### src/rtl/add_rr_sched.sv
// Round-robin scheduler sharing one single-cycle 32-bit adder among NREQ requesters.
// Define ADD_SCHED_PERF_EN to add the perf_ops issued-operation counter port.
module add_rr_sched #(
    parameter int NREQ = 4
) (
    input  logic                 ap_clk,
    input  logic                 ap_rst,
    input  logic [NREQ-1:0]      req_vld,
    output logic [NREQ-1:0]      req_rdy,
    input  logic [32*NREQ-1:0]   req_a,
    input  logic [32*NREQ-1:0]   req_b,
    output logic [NREQ-1:0]      rsp_vld,
    input  logic [NREQ-1:0]      rsp_rdy,
    output logic [32*NREQ-1:0]   rsp_data,
    output logic [31:0]          add_a,
    output logic [31:0]          add_b,
    output logic                 add_ce,
    input  logic [31:0]          add_c,
    input  logic                 add_c_vld
`ifdef ADD_SCHED_PERF_EN
    ,
    output logic [31:0]          perf_ops
`endif
);

    localparam int IW = $clog2(NREQ);

    logic [NREQ-1:0]            r_inflight;
    logic [NREQ-1:0]            r_rsp_vld;
    logic [NREQ-1:0][31:0]      r_rsp_data;
    logic [IW-1:0]              r_tag;
    logic [IW-1:0]              r_last;

    logic [NREQ-1:0]            w_elig;
    logic                       w_gnt_vld;
    logic [IW-1:0]              w_gnt_idx;
    logic                       w_load;

    // A slot being drained this cycle may be refilled by a fresh issue.
    assign w_elig = req_vld & ~r_inflight & (~r_rsp_vld | rsp_rdy);
    // Results with nothing outstanding are dropped.
    assign w_load = add_c_vld & r_inflight[r_tag];

    // Round-robin search from last+1; descending k leaves the nearest eligible index.
    always_comb begin
        w_gnt_vld = 1'b0;
        w_gnt_idx = '0;
        for (int k = NREQ; k >= 1; k--) begin
            if (w_elig[IW'((int'(r_last) + k) % NREQ)]) begin
                w_gnt_vld = 1'b1;
                w_gnt_idx = IW'((int'(r_last) + k) % NREQ);
            end else begin
                w_gnt_vld = w_gnt_vld;
            end
        end
        if (ap_rst) begin
            w_gnt_vld = 1'b0;
        end else begin
            w_gnt_vld = w_gnt_vld;
        end
    end

    // Grant drives the handshake and the adder operands in the same cycle.
    always_comb begin
        req_rdy = '0;
        add_ce  = 1'b0;
        add_a   = 32'd0;
        add_b   = 32'd0;
        if (w_gnt_vld) begin
            req_rdy[w_gnt_idx] = 1'b1;
            add_ce             = 1'b1;
            add_a              = req_a[32*w_gnt_idx +: 32];
            add_b              = req_b[32*w_gnt_idx +: 32];
        end else begin
            add_ce = 1'b0;
        end
    end

    // Issue bookkeeping, result routing by tag, and slot drain.
    always_ff @(posedge ap_clk) begin
        if (ap_rst) begin
            r_inflight <= '0;
            r_rsp_vld  <= '0;
            r_rsp_data <= '0;
            r_tag      <= '0;
            r_last     <= IW'(NREQ - 1);
        end else begin
            if (w_gnt_vld) begin
                r_tag  <= w_gnt_idx;
                r_last <= w_gnt_idx;
            end
            for (int i = 0; i < NREQ; i++) begin
                if (w_gnt_vld && (w_gnt_idx == IW'(i))) begin
                    r_inflight[i] <= 1'b1;
                end else if (w_load && (r_tag == IW'(i))) begin
                    r_inflight[i] <= 1'b0;
                end
                if (w_load && (r_tag == IW'(i))) begin
                    r_rsp_vld[i]  <= 1'b1;
                    r_rsp_data[i] <= add_c;
                end else if (r_rsp_vld[i] && rsp_rdy[i]) begin
                    r_rsp_vld[i]  <= 1'b0;
                end
            end
        end
    end

    assign rsp_vld  = r_rsp_vld;
    assign rsp_data = r_rsp_data;

`ifdef ADD_SCHED_PERF_EN
    logic [31:0] r_perf_ops;

    // Free-running issue counter; wraps naturally.
    always_ff @(posedge ap_clk) begin
        if (ap_rst) begin
            r_perf_ops <= 32'd0;
        end else if (add_ce) begin
            r_perf_ops <= r_perf_ops + 32'd1;
        end
    end

    assign perf_ops = r_perf_ops;
`endif

    add_rr_sched_chk u_chk (
        .clk       (ap_clk),
        .rst       (ap_rst),
        .load      (w_load),
        .slot_full (r_rsp_vld[r_tag])
    );

endmodule

// A returning result must never land on a slot that still holds data.
module add_rr_sched_chk (
    input logic clk,
    input logic rst,
    input logic load,
    input logic slot_full
);

    a_no_overwrite: assert property (@(posedge clk) disable iff (rst) !(load && slot_full));

endmodule

### config.mk
export PLATFORM = sky130hd
export DESIGN_NAME = add_rr_sched
export DESIGN_NICKNAME = d
export VERILOG_FILES = /design/src/rtl/add_rr_sched.sv
export SDC_FILE = /design/constraint.sdc
export NUM_CORES = 1
export LEC_CHECK = 0
export CAP_MARGIN = 25
export CORE_AREA = 2 2 194 196
export CTS_BUF_LIST = sky130_fd_sc_hd__clkbuf_8
export DETAILED_ROUTE_END_ITERATION = 6
export DIE_AREA = 0 0 196 198
export DONT_BUFFER_PORTS = 1
export GPL_TIMING_DRIVEN = 0
export PLACE_DENSITY = 0.42
export SLEW_MARGIN = 40
export SYNTH_ARGS = -nofsm -noshare
export SYNTH_HDL_FRONTEND = slang
export SYNTH_HIERARCHICAL = 1
export SYNTH_SLANG_ARGS = --single-unit
### constraint.sdc
create_clock -name ap_clk -period 3.04 [get_ports ap_clk]
set_clock_uncertainty 0.05 [all_clocks]
set_input_delay 0.76 -clock ap_clk [delete_from_list [all_inputs] [get_ports ap_clk]]
set_output_delay 0.76 -clock ap_clk [all_outputs]
set_load 0.01 [all_outputs]
======== After elaboration in Yosys (flattened, before gate mapping) ========
Index checks and enable logic that the tools add are counted.
word-level totals
  bits in registers ....................... 140
  bits of input ports ..................... 299
  word-level logic and storage cells ...... 107
operators by class
  add/sub/neg operators ................... 4
  $lt $le $gt $ge ......................... 7
  equal/unequal tests ..................... 6
  shift operators ......................... 2
  multiplexer cells ....................... 45
  bitwise gates (word level) .............. 6
  reduce and logical (&&, ||, !) cells .... 23
operators with widths
  cell                                                 number
  variable part select 128 x 8 -> 32 bit               2
  2-to-1 mux 32 bit                                    2
  2-to-1 mux 1 bit                                     32
  < comparator 2 x 4 -> 1 bit, second input constant   4
  nonzero test 2 bit                                   8
  logical AND 1 bit                                    13
  binary-select mux 1 bit (select 2 bit)               5
  bitwise AND 4 bit                                    2
  == test 2 bit, second input constant                 4
  2-to-1 mux 2 bit                                     4
  NOT 4 bit                                            2
  < comparator 2 x 3 -> 1 bit, second input constant   2
  adder 2 x 1 -> 2 bit, second input constant          2
  adder 2 bit, second input constant                   2
  == test 2 x 1 -> 1 bit, second input constant        2
  logical NOT 2 bit                                    2
  2-to-1 mux 4 bit                                     1
  OR 4 bit                                             1
  demux 1 bit (select 2 bit)                           1
  >= comparator 2 x 1 -> 1 bit, second input constant  1
  bitwise AND 1 bit                                    1

======== Logic depth before layout (Yosys ltp) ========
Gate-level depths: netlist (run 1).
  depth in word-level cells ............... 15
  mapped depth ............................ 9
  gate-level depth less buffers ........... 7

======== Worst setup path after synthesis (run 1) ========
No wires, ideal clock.
  path kind ............................... input to output
  start point ............................. input rsp_rdy[2]
  end point ............................... output add_a[21]
  arrival ................................. 2183 ps
  path slack .............................. 47 ps
  stages .................................. 8
  buffers on the path ..................... 2
  path through ............................ nand2b_4 -> and3_1 -> or3b_1 -> nand3_1 -> nand2_1 -> buf_4 -> buf_6 -> o22ai_1
on the way
  cells in the longest elaborated chain, start to end .. 11
  elaborated cells on any way between the ends .. 25
  classes of those cells .................. shift: 1; mux: 22; bitwise: 2
ends and longest elaborated chain
  what                                                                               line    source
  start, declared                                                                    13      input logic [NREQ-1:0] rsp_rdy,
  OR 4 bit *                                                                         40      assign w_elig = req_vld & ~r_inflight & (~r_rsp_vld | rsp_rdy);
  bitwise AND 4 bit *                                                                40
  binary-select mux 1 bit (select 2 bit)                                             49      if (w_elig[IW'((int'(r_last) + k) % NREQ)]) begin
  2-to-1 mux 1 bit (implied by the code) (2 in a row)                                49
  2-to-1 mux 2 bit / 2-to-1 mux 1 bit (equally long branches) (4 in a row)           49
  variable part select 128 x 8 -> 32 bit / 2-to-1 mux 1 bit (equally long branches)  72, 56
  2-to-1 mux 32 bit *                                                                69      if (w_gnt_vld) begin
  end, declared                                                                      15      output logic [31:0] add_a,
Every way passes the cells marked *; elsewhere a longest branch is shown, timed or not. The select of a mux whose other input is x is not followed.

======== Worst setup path in the final report (run 1) ========
  start point ............................. register r_rsp_vld[0] (netlist: rsp_vld[0])
  end point ............................... output add_b[29]
on the way
  cells in the longest elaborated chain, start to end .. 12
  elaborated cells on any way between the ends .. 26
  classes of those cells .................. shift: 1; mux: 22; bitwise: 3
ends and longest elaborated chain
  what                                                                               line    source
  start, declared                                                                    29      logic [NREQ-1:0] r_rsp_vld;
  start signal, assigned                                                             83      r_rsp_vld <= '0;
  start signal, assigned by index                                                    99      r_rsp_vld[i] <= 1'b1;
  start signal, assigned by index                                                    102     r_rsp_vld[i] <= 1'b0;
  NOT 4 bit *                                                                        40
  OR 4 bit *                                                                         40
  bitwise AND 4 bit *                                                                40
  binary-select mux 1 bit (select 2 bit)                                             49
  2-to-1 mux 1 bit (implied by the code) (2 in a row)                                49
  2-to-1 mux 2 bit / 2-to-1 mux 1 bit (equally long branches) (4 in a row)           49
  variable part select 128 x 8 -> 32 bit / 2-to-1 mux 1 bit (equally long branches)  73, 56
  2-to-1 mux 32 bit *                                                                69
  end, declared                                                                      16      output logic [31:0] add_b,
Marked as above.

==> results of run 1 <==
area by class of cell:
| class | instances | area, sq um | area share, % |
|---|---|---|---|
| multi-input cells | 639 | 4730 | 50.1 |
| plain buffers | 71 | 577 | 6.11 |
| inverters | 4 | 26.3 | 0.278 |
| clock inverters | 13 | 128 | 1.35 |
| diodes | 12 | 30.0 | 0.318 |
| clock buffers | 19 | 262 | 2.77 |
| flip-flops and latches | 140 | 2820 | 29.8 |
| well taps | 474 | 593 | 6.28 |
| repair buffers | 19 | 280 | 2.97 |
path summary, 6_finish.rpt:
kind,endpoint,depth (start not counted),startpoint
setup / recovery,add_b[29],8,rsp_vld[0]$_SDFFE_PP0P_
hold / removal,rsp_data[126]$_SDFFE_PP0P_,2,add_c[30]
setup reg to reg,r_inflight[0]$_SDFFE_PP0P_,9,rsp_vld[3]$_SDFFE_PP0P_
hold reg to reg,r_inflight[2]$_SDFFE_PP0P_,2,r_inflight[2]$_SDFFE_PP0P_
stage by stage:
step	TNS, ps	util, %	area, sq um
floorplan	0	-	6930
global placement	-25480	20.4	7520
detailed placement	-26030	20.4	7540
CTS	-13180	24.2	8950
global route	-17950	25.6	9440
finish	-11200	25.6	9450
cell families after synthesis:
| kind of cell | Yosys count |
|---|---|
| and+or+nand+nor | 303 |
| AOI/OAI and AO/OA | 208 |
| DFF | 140 |
| muxes | 128 |
| buffers and inverters | 75 |
power by group:
part	internal [mW]	switching [mW]	total [mW]
sequential	1.88	0.0567	1.93
combinational	1.13	1.40	2.53
clock	0.763	0.765	1.53
worst register-to-register path, cell delays in order (launching register included):
cell and delay (ps):
dfxtp_4 370, nor2b_4 230, buf_6 140, nor2_2 30, o221a_2 280, buf_12 160
buf_12 160, buf_4 150, nor3_2 390, o21ba_2 220
routing by layer:
| metal | vias up | global-route usage [%] | routed length [microns] |
|---|---|---|---|
| met2 | 382 | 36.3 | 20800 |
| met5 | - | 0 | 99 |
| li1 | 3067 | - | - |
| met3 | 97 | 13.1 | 6220 |
| met4 | 10 | 7.07 | 1550 |
| met1 | 3269 | 20.8 | 14400 |
timing repair:
action	in CTS	in global routing
pin swaps	16	9
gates resized for setup	171	65
setup buffers	6	6
cloned	5	2
setup endpoints to repair	68	68
synth_stat cells, types with 2 or more instances:
cell type	instances	area [sq um]
nand2_1	263	987
a32oi_1	2	17.5
and3_4	2	22.5
buf_6	15	169
nor3_1	5	25.0
inv_2	2	7.51
nand2b_1	3	18.8
o22ai_1	64	400
clkbuf_1	43	161
nor2_1	10	37.5
a311oi_1	2	17.5
buf_4	5	37.5
nor2b_2	2	17.5
and3_1	4	25.0
nand2b_4	3	41.3
nand3_1	2	10.0
buf_2	8	40.0
inv_1	2	7.51
mux2i_1	128	1280
dfxtp_1	140	2800
a21oi_1	130	651
sequential cells by signal, summed over array words and instances, names as in the netlist:
register	cells
r_inflight	4
rsp_vld	4
rsp_data	128
r_last	2
r_tag	2
==> results.py, run 1 <==
metrics = {
    "cells_and_area": {
        "drive_above_1_share_pct": 24.3,
        "synthToLayoutAreaGrowth_pct": 36.3,
        "layout_commonest_cell": "nand2_1",
        "mostFrequentLayoutCells": "nand2_1, dfxtp_1, a21oi_1, mux2i_1, clkbuf_1",
        "fill_cells": 3972,
        "fin_cells": 1391,
        "nets": 1191,
    },
    "logic_synthesis": {
        "synth_top_flop_cell": "dfxtp_1",
        "synth_top_family_by_area": "multiplexers",
        "synth-simple-area-share_pct": 18.1,
        "syn_nets": 1153,
        "synth_area_sq_um": 6930,
        "yosys_warnings": 6,
        "synth.distinct_cells": 40,
        "netlist_instances": 854,
        "synth_edf_count": 0,
        "synth_seq_cells": 140,
        "synth_adder_area_share_pct": 0,
        "syn_avg_cell_area_sq_um": 8.11,
        "synthArstFlopShare_pct": 0,
        "synth_compound_area_share_pct": 16.9,
        "synth_xor_area_share_pct": 0,
        "synth_seq_area_share_pct": 40.4,
        "synthMuxAreaShare_pct": 18.5,
    },
    "route": {
        "ant_nets": 0,
        "wirelength_microns": 43100,
        "wl_per_cell_microns": 31.0,
        "via_per_inst": 4.91,
        "drtPass1Iterations": 5,
        "drc": 0,
        "drt_iter0_drc": 404,
        "routed-via-count": 6825,
    },
    "placement": {
        "portBuffers": 0,
        "post-place-ws_ps": -825,
        "dp.cells": 1328,
        "dp_hpwl_microns": 34800,
        "place.gp.congestion": 1.11,
    },
    "clock_tree": {
        "insertion_delay_ps": 450,
        "cts_tree": "yes",
        "clock_sinks": 140,
        "cts_max_path_buffers": 2,
        "cts_htree_levels": 4,
        "cts_hold_buf": 0,
        "clockRootBuffer": "clkbuf_8",
        "numCtsBuffers": 17,
        "clk_pin_slew_ps": 90,
    },
    "critical_path": {
        "critPathKind": "reg -> out",
        "worstSetupEndpointType": "output port",
        "crit_buf_inv": 2,
        "worstPathRequired_ps": 2230,
        "startpoint_type": "flop",
        "cp_data_arrival_time_ps": 2490,
        "cp_slowest_cell": "mux2i_4",
        "slowest_delay_ps": 450,
        "critPathTopFamily": "compound AO/OA/AOI/OAI gates",
        "path_max_fanout": 11,
        "crit_chain": "nand2b_4 -> and3_4 -> o21ai_1 -> o221a_2 -> buf_12 -> buf_8 -> mux2i_4 -> o22ai_4",
        "rrSetupSlack_ps": 810,
    },
    "floorplan": {
        "rows": 71,
        "die-area_sq_um": 38800,
        "fp.dieH_microns": 198,
        "ios": 500,
        "die_x_microns": 196,
        "initial_utilization_pct": 18.8,
        "core_sq_um": 37000,
    },
    "power": {
        "p_per_area_nw_per_um2": 634,
        "total_power_mw": 5.99,
        "ir_drop_mv": 0.228,
        "power.leakage_nw": 3.00,
    },
    "timing": {
        "slew_violations": 0,
        "final.period_utilization_pct": 109,
        "setup_viol": 68,
        "hold_slack_ps": 378,
        "setup_ws_ps": -261,
        "worst_pin_slew_ps": 732,
        "rsz0062_at_grt": "yes",
        "fmax_mhz": 303,
        "relSlewSlack_pct": 51.2,
        "hold_viol": 0,
        "period_minus_slack_ps": 3300,
    },
    "global_routing": {
        "overflow": 0,
        "grt_antenna_before_repair": 16,
        "grt_pass1_wl_microns": 55600,
        "grt_pass1_vias": 6511,
        "grt_max_degree": 17,
        "grt_usage_pct": 21.1,
    },
    "status": {
        "violations": "setup timing",
        "run_status": "finished with violations",
    },
    "job": {
        "cap_violations": 0,
    },
    "hold_path": {
        "hold_class": "in -> reg",
    },
}
Note: power is estimated with default switching activity, not from simulation.
==> run 2, diff against run 1 <==
--- a/config.mk
+++ b/config.mk
@@ -6,13 +6,13 @@
 export NUM_CORES = 1
 export LEC_CHECK = 0
 export CAP_MARGIN = 25
-export CORE_AREA = 2 2 194 196
+export CORE_AREA = 2 2 196 198
 export CTS_BUF_LIST = sky130_fd_sc_hd__clkbuf_8
 export DETAILED_ROUTE_END_ITERATION = 6
-export DIE_AREA = 0 0 196 198
+export DIE_AREA = 0 0 198 200
 export DONT_BUFFER_PORTS = 1
 export GPL_TIMING_DRIVEN = 0
-export PLACE_DENSITY = 0.42
+export PLACE_DENSITY = 0.41
 export SLEW_MARGIN = 40
 export SYNTH_ARGS = -nofsm -noshare
 export SYNTH_HDL_FRONTEND = slang
==> results.py, run 2 (synthesis results as in run 1) <==
metrics = {
    "clock_tree": {
        "clockRootBuffer": "clkbuf_8",
        "insertion_delay_ps": 460,
        "numCtsBuffers": 17,
        "clock_sinks": 140,
        "cts_hold_buf": 0,
        "cts_htree_levels": 4,
        "cts_tree": "yes",
        "clk_pin_slew_ps": 90,
        "cts_max_path_buffers": 2,
    },
    "critical_path": {
        "r2r_cells": 8,
        "startpoint_type": "flop",
        "path_max_fanout": 4,
        "critical_path.startpoint": "r_inflight[1]$_SDFFE_PP0P_",
        "critPathKind": "reg -> out",
        "endpoint": "req_rdy[1]",
        "worstSetupEndpointType": "output port",
        "r2r_start": "rsp_vld[3]$_SDFFE_PP0P_",
        "rrSetupSlack_ps": 840,
        "cp_data_arrival_time_ps": 2450,
        "worstPathRequired_ps": 2230,
        "r2r_end": "r_inflight[0]$_SDFFE_PP0P_",
    },
    "global_routing": {
        "grt_antenna_before_repair": 10,
        "grt_max_degree": 17,
        "overflow": 0,
        "grt_pass1_wl_microns": 54800,
        "grt_usage_pct": 20.5,
        "grt_pass1_vias": 6563,
    },
    "timing": {
        "worst_pin_slew_ps": 727,
        "setup_ws_ps": -222,
        "rsz0062_at_grt": "yes",
        "relSlewSlack_pct": 51.5,
        "slew_violations": 0,
        "fmax_mhz": 307,
        "period_minus_slack_ps": 3260,
        "fin_setup_tns_ps": -11300,
        "final.period_utilization_pct": 107,
        "hold_slack_ps": 377,
        "hold_viol": 0,
        "setup_viol": 66,
    },
    "power": {
        "ir_drop_mv": 0.240,
        "p_per_area_nw_per_um2": 641,
        "power.leakage_nw": 2.96,
        "total_power_mw": 6.09,
    },
    "placement": {
        "dp_hpwl_microns": 34400,
        "place.gp.congestion": 1.14,
        "dpl_cell_area_sq_um": 7580,
        "portBuffers": 0,
    },
    "cells_and_area": {
        "largest_reg_flops": 128,
        "layout_commonest_cell": "nand2_1",
        "drive_above_1_share_pct": 24.7,
        "synthToLayoutAreaGrowth_pct": 37.2,
        "fill_cells": 4048,
        "nets": 1183,
        "final_area_sq_um": 9510,
        "utilization_pct": 25.4,
        "mostFrequentLayoutCells": "nand2_1, dfxtp_1, a21oi_1, mux2i_1, clkbuf_1",
    },
    "floorplan": {
        "die_x_microns": 198,
        "rows": 71,
        "die-area_sq_um": 39600,
        "fp.dieH_microns": 200,
        "core_sq_um": 37400,
        "ios": 500,
        "initial_utilization_pct": 18.5,
    },
    "route": {
        "ant_nets": 0,
        "drt_iter0_drc": 351,
        "via_per_inst": 4.76,
        "routed-via-count": 6737,
        "drtPass1Iterations": 5,
        "drc": 0,
        "wl_per_cell_microns": 29.7,
        "wirelength_microns": 42100,
    },
    "status": {
        "run_status": "finished with violations",
        "violations": "setup timing",
    },
    "hold_path": {
        "hold_class": "in -> reg",
    },
    "job": {
        "cap_violations": 0,
    },
}
==> run 2: changes by cell type in the layout (fill, tap and decap cells not counted), sizes merged <==
cell / change
diode: -4
clkbuf: -4
bufinv: +2
inv: +3
clkinv: -1
clkinvlp: -3
buf: -5
==> run 2: worst min-delay path by stage <==
| stage | from | end | slack (ps) | depth (start not counted) |
|---|---|---|---|---|
| 6_report | add_c[16] | rsp_data[48]$_SDFFE_PP0P_ | 380 | 2 |
| 5_1_grt | add_c[17] | rsp_data[49]$_SDFFE_PP0P_ | 330 | 2 |
| 4_1_cts | add_c[29] | rsp_data[61]$_SDFFE_PP0P_ | 330 | 2 |
| 3_5_place_dp | r_inflight[2]$_SDFFE_PP0P_ | r_inflight[2]$_SDFFE_PP0P_ | 430 | 2 |
| 3_3_place_gp | r_inflight[2]$_SDFFE_PP0P_ | r_inflight[2]$_SDFFE_PP0P_ | 430 | 2 |
| 2_1_floorplan | r_inflight[2]$_SDFFE_PP0P_ | r_inflight[2]$_SDFFE_PP0P_ | 400 | 2 |
==> run 2: layer usage <==
| metal | vias to the layer above | wire [microns] | GRT usage (%) |
|---|---|---|---|
| li1 | 3050 | - | - |
| met1 | 3255 | 14900 | 21.4 |
| met2 | 370 | 20600 | 35.2 |
| met3 | 54 | 5470 | 11.2 |
| met4 | 8 | 1040 | 6.54 |
| met5 | - | 52 | 0 |
==> run 2: worst max-delay path, stage by stage, from the launching register on <==
cell	delay, ps
dfxtp_1	350
nand2b_2	230
o22ai_2	150
or3b_4	430
and3_4	210
buf_4	130
or3_4	390
inv_4	90
==> run 2: layout make-up <==
class | count | area [sq um] | area share (%)
flip-flops and latches | 140 | 2820 | 29.6
well taps | 511 | 639 | 6.72
inverters | 4 | 22.5 | 0.237
repair buffers | 11 | 108 | 1.13
plain buffers | 71 | 586 | 6.16
diodes | 8 | 20.0 | 0.211
clock buffers | 18 | 248 | 2.61
clock inverters | 14 | 194 | 2.04
multi-input cells | 639 | 4870 | 51.2
==> run 2: what timing repair did <==
action	CTS	global route
pin swaps	9	7
endpoints found under the setup margin	68	68
resized for setup	218	36
gates cloned	1	0
setup buffers	10	0
==> run 2: report_power, final <==
| group | switching (mW) | internal [mW] | leakage (nW) |
|---|---|---|---|
| logic | 1.36 | 1.09 | 1.59 |
| clock network | 0.795 | 0.922 | 0.231 |
| registers | 0.0582 | 1.88 | 1.13 |
==> run 2: stage by stage <==
stage,setup slack (ps),std cells
after CTS,-264,1408
after global routing,-341,1414
after detailed placement,-811,1365
after floorplan,46.6,854
final,-222,1416
after global placement,-795,1365
